### config.mk
export PLATFORM = sky130hd
export DESIGN_NAME = fwd_hazard_unit
export DESIGN_NICKNAME = d
export VERILOG_FILES = /design/src/rtl/fwd_hazard_unit.sv
export SDC_FILE = /design/constraint.sdc
export NUM_CORES = 1
export LEC_CHECK = 0
export CAP_MARGIN = 0
export CORE_UTILIZATION = 50
export CTS_BUF_LIST = sky130_fd_sc_hd__clkbuf_4
export CTS_CLUSTER_SIZE = 20
export DETAILED_ROUTE_END_ITERATION = 6
export MAX_ROUTING_LAYER = met4
export PLACE_DENSITY = 0.87
export SETUP_SLACK_MARGIN = 0.4
export SLEW_MARGIN = 20
export SYNTH_ARGS = -nofsm -noshare
export SYNTH_HDL_FRONTEND = slang
export SYNTH_SLANG_ARGS = --single-unit
### constraint.sdc
create_clock -name clk -period 7.3 [get_ports clk]
set_input_delay 0.73 -clock clk [delete_from_list [all_inputs] [get_ports clk]]
set_output_delay 0.73 -clock clk [all_outputs]
set_load 0.01 [all_outputs]
### src/rtl/fwd_hazard_unit.sv
// Hazard detection and forwarding-select controller for a D/E/M/W MIPS pipeline.
// Optional multiply/divide busy stall is built when FWD_MDU_EN is defined.
module fwd_hazard_unit #(
    parameter int AW      = 5,
    parameter int TW      = 2,
    parameter int MDU_LAT = 5
) (
    input  logic          clk,
    input  logic          rst_n,
    input  logic [AW-1:0] d_rs,
    input  logic [AW-1:0] d_rt,
    input  logic          d_use_rs,
    input  logic          d_use_rt,
    input  logic [TW-1:0] d_tuse_rs,
    input  logic [TW-1:0] d_tuse_rt,
    input  logic [AW-1:0] d_wreg,
    input  logic [TW-1:0] d_tnew,
    input  logic          d_pc8,
    input  logic          d_is_mdu,
    input  logic          mdu_start,
    input  logic          flush,
    output logic          stall,
    output logic [1:0]    fwd_rs_d,
    output logic [1:0]    fwd_rt_d,
    output logic [1:0]    fwd_rs_e,
    output logic [1:0]    fwd_rt_e,
    output logic          fwd_rt_m,
    output logic          mdu_busy
);

    logic          e_valid, e_pc8;
    logic [AW-1:0] e_rs, e_rt, e_wreg;
    logic [TW-1:0] e_tnew;
    logic          m_valid, m_pc8;
    logic [AW-1:0] m_rt, m_wreg;
    logic [TW-1:0] m_tnew;
    logic          w_valid;
    logic [AW-1:0] w_wreg;

    logic e_hit_rs, e_hit_rt, m_hit_rs, m_hit_rt;
    logic me_hit_rs, me_hit_rt, we_hit_rs, we_hit_rt;
    logic pipe_stall, mdu_stall;

    function automatic logic hit(input logic v, input logic [AW-1:0] w, input logic [AW-1:0] r);
        return v && (w != '0) && (w == r);
    endfunction

    // A matching producer in E shadows any older one in M: its value is not
    // available to D yet, so nothing is forwarded from M.
    function automatic logic [1:0] sel_d(input logic eh, input logic mh);
        if (eh)
            return 2'b00;
        else if (mh && m_tnew == '0)
            return m_pc8 ? 2'b10 : 2'b01;
        else
            return 2'b00;
    endfunction

    function automatic logic [1:0] sel_e(input logic mh, input logic wh);
        if (!e_valid)
            return 2'b00;
        else if (mh)
            return (m_tnew == '0) ? (m_pc8 ? 2'b11 : 2'b10) : 2'b00;
        else if (wh)
            return 2'b01;
        else
            return 2'b00;
    endfunction

    assign e_hit_rs  = hit(e_valid, e_wreg, d_rs);
    assign e_hit_rt  = hit(e_valid, e_wreg, d_rt);
    assign m_hit_rs  = hit(m_valid, m_wreg, d_rs);
    assign m_hit_rt  = hit(m_valid, m_wreg, d_rt);
    assign me_hit_rs = hit(m_valid, m_wreg, e_rs);
    assign me_hit_rt = hit(m_valid, m_wreg, e_rt);
    assign we_hit_rs = hit(w_valid, w_wreg, e_rs);
    assign we_hit_rt = hit(w_valid, w_wreg, e_rt);

    assign pipe_stall =
        (d_use_rs && ((e_hit_rs && e_tnew > d_tuse_rs) || (m_hit_rs && m_tnew > d_tuse_rs))) ||
        (d_use_rt && ((e_hit_rt && e_tnew > d_tuse_rt) || (m_hit_rt && m_tnew > d_tuse_rt)));

    // Gated by rst_n so every output is low as soon as reset is applied.
    assign stall = rst_n && (pipe_stall || mdu_stall);

    always_comb begin
        fwd_rs_d = sel_d(e_hit_rs, m_hit_rs);
        fwd_rt_d = sel_d(e_hit_rt, m_hit_rt);
        fwd_rs_e = sel_e(me_hit_rs, we_hit_rs);
        fwd_rt_e = sel_e(me_hit_rt, we_hit_rt);
        fwd_rt_m = m_valid && hit(w_valid, w_wreg, m_rt);
    end

    always_ff @(posedge clk or negedge rst_n) begin
        if (!rst_n) begin
            e_valid <= 1'b0;
            e_rs    <= '0;
            e_rt    <= '0;
            e_wreg  <= '0;
            e_tnew  <= '0;
            e_pc8   <= 1'b0;
            m_valid <= 1'b0;
            m_rt    <= '0;
            m_wreg  <= '0;
            m_tnew  <= '0;
            m_pc8   <= 1'b0;
            w_valid <= 1'b0;
            w_wreg  <= '0;
        end else begin
            w_valid <= m_valid;
            w_wreg  <= m_wreg;
            m_valid <= e_valid;
            m_rt    <= e_rt;
            m_wreg  <= e_wreg;
            m_tnew  <= (e_tnew == '0) ? '0 : e_tnew - TW'(1);
            m_pc8   <= e_pc8;
            if (flush || stall) begin
                e_valid <= 1'b0;
            end else begin
                e_valid <= 1'b1;
                e_rs    <= d_rs;
                e_rt    <= d_rt;
                e_wreg  <= d_wreg;
                e_tnew  <= d_tnew;
                e_pc8   <= d_pc8;
            end
        end
    end

`ifdef FWD_MDU_EN
    localparam int CW = $clog2(MDU_LAT + 1);
    logic [CW-1:0] mdu_cnt;

    always_ff @(posedge clk or negedge rst_n) begin
        if (!rst_n)
            mdu_cnt <= '0;
        else if (mdu_start)
            mdu_cnt <= CW'(MDU_LAT);
        else if (mdu_cnt != '0)
            mdu_cnt <= mdu_cnt - CW'(1);
    end

    assign mdu_busy  = rst_n && (mdu_cnt != '0);
    assign mdu_stall = d_is_mdu && (mdu_busy || mdu_start);
`else
    logic unused_mdu;
    assign unused_mdu = &{1'b0, d_is_mdu, mdu_start};
    assign mdu_busy   = 1'b0;
    assign mdu_stall  = 1'b0;
`endif

endmodule

# Yosys cells after proc, flatten, opt, wreduce, memory -nomap -nowiden
# Cells that the tools add are included.
# totals
register_bits,39
input_bits,29
# classes
mux,15
n_reduce_logical,31
n_eq_ne,9
magnitude_cmp,4
n_addsub,1
# op_table
cell,n
== test 5 bit,9
logical AND 1 bit,22
2-to-1 mux 2 bit,11
nonzero test 5 bit,3
greater-than comparator 2 bit,4
zero test 2 bit,2
logical OR 1 bit,4
2-to-1 mux 1 bit,4
"subtractor 2 x 1 -> 2 bit, second input constant",1

# Longest topological paths before layout
# depth
word_depth,10
mapped_depth,8
mapped_depth_nobuf,7

# Least setup slack after synthesis
# Ideal clock, no wire load.
# synth_path
path_kind,input to output
startpoint,in d_tuse_rs[1]
endpoint,out stall
n_path_buf,1
path_slack_ns,3.979
cell_stages,8
t_arrival_ns,2.591
path_cell_list,inv_1 -> ha_1 -> nor2b_1 -> o211ai_1 -> nor4_1 -> or4_4 -> buf_6 -> and2_1
# synth_via
elab_chain_len,6
# synth_lines
element,line_no,rtl
from (decl),14,"input logic [TW-1:0] d_tuse_rs,"
greater-than comparator 2 bit,80,(d_use_rs && ((e_hit_rs && e_tnew > d_tuse_rs) || (m_hit_rs && m_tnew > d_tuse_rs))) ||
logical AND 1 bit,80,
logical OR 1 bit *,80,
logical AND 1 bit *,80,
logical OR 1 bit *,80,
logical AND 1 bit *,84,assign stall = rst_n && (pipe_stall || mdu_stall);
to (decl),22,"output logic stall,"
# Mark *: on every way between the ends. The rest lies on a longest branch, timed or not.

# Worst setup path in the final report
# Ends and elaborated chain as after synthesis.

==> results.sh <==
export IMPL_met1_usage=0.321
export IMPL_synth_edf_count=0
export IMPL_syn_area_um2=2650
export IMPL_period_share=0.556
export IMPL_grt_pass1_wl_mm=10.6
export IMPL_wl_per_cell_um=16.3
export IMPL_grt_max_degree=71
export IMPL_port_buffers=36
export IMPL_hold_viol_final=0
export IMPL_max_slew_margin=0.528
export IMPL_start_kind="input port"
export IMPL_synth_area_top_cells="dfrtp_1, xnor2_1, o311ai_1"
export IMPL_timing_rr_start="e_wreg[1]$_DFFE_PN0N_"
export IMPL_critPathKind="in -> out"
export IMPL_setup_viol=0
export IMPL_skew_ps=7.80
export IMPL_period_minus_slack_ps=4060
export IMPL_fillers=439
export IMPL_antenna_found_initial=0
export IMPL_drv_slew=0
export IMPL_reg2regPathDepth=5
export IMPL_syn_inst=280
export IMPL_post_cts_buffers=0
export IMPL_ioPinCount=40
export IMPL_clock_path_buffers=2
export IMPL_min_path_cells=0
export IMPL_async_reset_ff_frac=1.00
export IMPL_postSynthNetCount=317
export IMPL_synth_flop_cell="dfrtp_1"
export IMPL_grt_util_all_layers=0.261
export IMPL_rows=26
export IMPL_met2_usage=0.436
export IMPL_path_clk_slew_ps=110
export IMPL_cts_hold_fix_buffers=0
export IMPL_fmax_ghz=0.246
export IMPL_place_ws_ps=3230
export IMPL_crit_path_end_kind="output port"
export IMPL_die_h_um=74.8
export IMPL_final_setup_tns_ps=0
export IMPL_dpl_hpwl_mm=4.46
export IMPL_timing_rr_end="e_wreg[0]$_DFFE_PN0N_"
export IMPL_synth_cell_types=31
export IMPL_diodes=0
export IMPL_holdCritStartpoint="e_pc8$_DFFE_PN0N_"
export IMPL_critPathRequiredTime_ps=6570
export IMPL_finish_utilization=0.608
export IMPL_clkLatencyLatePin_ps=350
export IMPL_min_delay_path_class="reg -> reg"
export IMPL_cts_tree="yes"
export IMPL_cts_max_level=2
export IMPL_fin_nets=346
export IMPL_yosysSeqAreaShare=0.368
export IMPL_core_area_um2=5110
export IMPL_first_pass_iters=4
export IMPL_holdWs_ps=408
export IMPL_power_mw=0.531
export IMPL_globalplace_congestion=0.912
export IMPL_synth_most_common_cell="dfrtp_1"
export IMPL_drt_iter0_drc=208
export IMPL_cp_max_fo=20
export IMPL_tightest_slew_ps=708
export IMPL_avgSynthCellArea_um2=9.46
export IMPL_synth_top_cell_by_area="dfrtp_1"
export IMPL_initial_core_util=0.519
export IMPL_cts_sinks=39
export IMPL_ff2ff_setup_slack_ps=4800
export IMPL_cp_arrival_ps=3330
export IMPL_drive_gt1_frac=0.0710
export IMPL_num_vias=2277
export IMPL_p_leak_nw=1.17
export IMPL_synth_top_area_share=0.368
export IMPL_cts_buffers=5
export IMPL_ys_warn_count=0
export IMPL_pwr_density_cell_nw_per_um2=171
export IMPL_root_buffer="clkbuf_4"
export IMPL_grt_pass1_vias=2240
export IMPL_vias_per_cell=5.99
export IMPL_drt_drc_violations_left=0
export IMPL_grtUsageMet3=0.0535
export IMPL_cts_resized=0
export IMPL_multi_input_area_um2=1500
export IMPL_wl_mm=6.21
export IMPL_ys_ff_latch=39
export IMPL_die_w_um=74.8
export IMPL_setup_slack_ps=3240
export IMPL_ir_drop_uv=113
export IMPL_area_growth_synth_to_final_pct=17.2
export IMPL_min_to="m_pc8$_DFF_PN0_"
export IMPL_netlist_top_cells_count="dfrtp_1, xnor2_1, inv_1, and2_1"
export IMPL_status="finished clean"
export IMPL_ant_nets=0
export IMPL_grt_busiest_layer="met2"
export IMPL_die_area_um2=5600
export IMPL_ff_latch_area_um2=976
export IMPL_grt_setup_unrepaired="no"
export IMPL_overflow=0
export IMPL_maxCapViolCount=0
==> area by class of cell <==
cell class,instances,area share
inverters,22,0.0266
clock inverters,1,0.00161
well taps,70,0.0282
clock buffers,7,0.0169
multi-input cells,199,0.483
flip-flops and latches,39,0.314
repair buffers,42,0.129
==> worst max path at each step <==
stage	start	to	slack, ps	cells past startpoint
after global routing	d_tuse_rs[1]	stall	3120	9
after global placement	d_tuse_rs[1]	stall	3270	9
after floorplan	d_tuse_rs[1]	stall	3980	8
after CTS	d_tuse_rs[1]	stall	3240	9
final	d_tuse_rs[1]	stall	3240	9
after detailed placement	d_tuse_rs[1]	stall	3230	9
==> logic make-up after synthesis <==
kind of cell,synth area share
AOI/OAI and AO/OA,0.182
xor gates and xnor gates,0.149
adders and majority gates,0.0378
buffers and inverters,0.0699
DFF,0.368
muxes,0.00755
other,0.00142
and+or+nand+nor,0.185
==> metal layers <==
metal | routed length (um) | part of all wire
met5 | 0 | 0
met4 | 73 | 0.012
met3 | 260 | 0.042
met2 | 3230 | 0.52
met1 | 2640 | 0.43
==> worst max-delay path, cell delays in order <==
cell             delay [ps]
clkdlybuf4s50_1         460
inv_1                    60
ha_1                    300
nor2b_1                 130
o211ai_1                200
nor4_2                   80
or4_4                   690
and2_1                  220
clkdlybuf4s50_1         470
==> flip-flops by register name (all words and copies together) (netlist names) <==
| register | cells |
|---|---|
| e_wreg | 5 |
| m_valid | 1 |
| m_tnew | 2 |
| e_tnew | 2 |
| e_pc8 | 1 |
| m_wreg | 5 |
| e_rt | 5 |
| e_valid | 1 |
| w_valid | 1 |
| m_pc8 | 1 |
| e_rs | 5 |
| w_wreg | 5 |
| m_rt | 5 |
==> through the flow <==
stage | std cells | area, um^2
finish | 380 | 3110
global route | 380 | 3110
CTS | 380 | 3110
detailed placement | 372 | 3050
global placement | 372 | 3050
floorplan | 280 | 2650
==> power by group <==
group          switching (mW)  leakage [nW]  total [mW]  internal (mW)
sequential             0.0390         0.455       0.279          0.240
clock                  0.0692        0.0361       0.114         0.0450
combinational          0.0630         0.679       0.138         0.0748
==> cells in the final DEF (no fill, tap or decap), types with 3 or more instances in the layout <==
cell type | netlist | final
and2_1 | 21 | 21
a22oi_1 | 8 | 8
nor4_1 | 8 | 6
xor2_1 | 8 | 8
nor2b_1 | 8 | 8
nand2_1 | 7 | 7
o311ai_1 | 18 | 18
ha_1 | 8 | 8
nor2_1 | 3 | 3
buf_4 | 1 | 6
o41ai_1 | 18 | 18
nor4_2 | 2 | 4
or4_1 | 4 | 4
dfrtp_1 | 39 | 39
clkbuf_4 | 0 | 7
xnor2_1 | 37 | 37
a21oi_1 | 11 | 11
nand3_1 | 10 | 10
clkdlybuf4s50_1 | 0 | 35
o211ai_1 | 4 | 4
nor3_1 | 13 | 13
inv_1 | 22 | 22
Power figures use the tool's default switching activity.
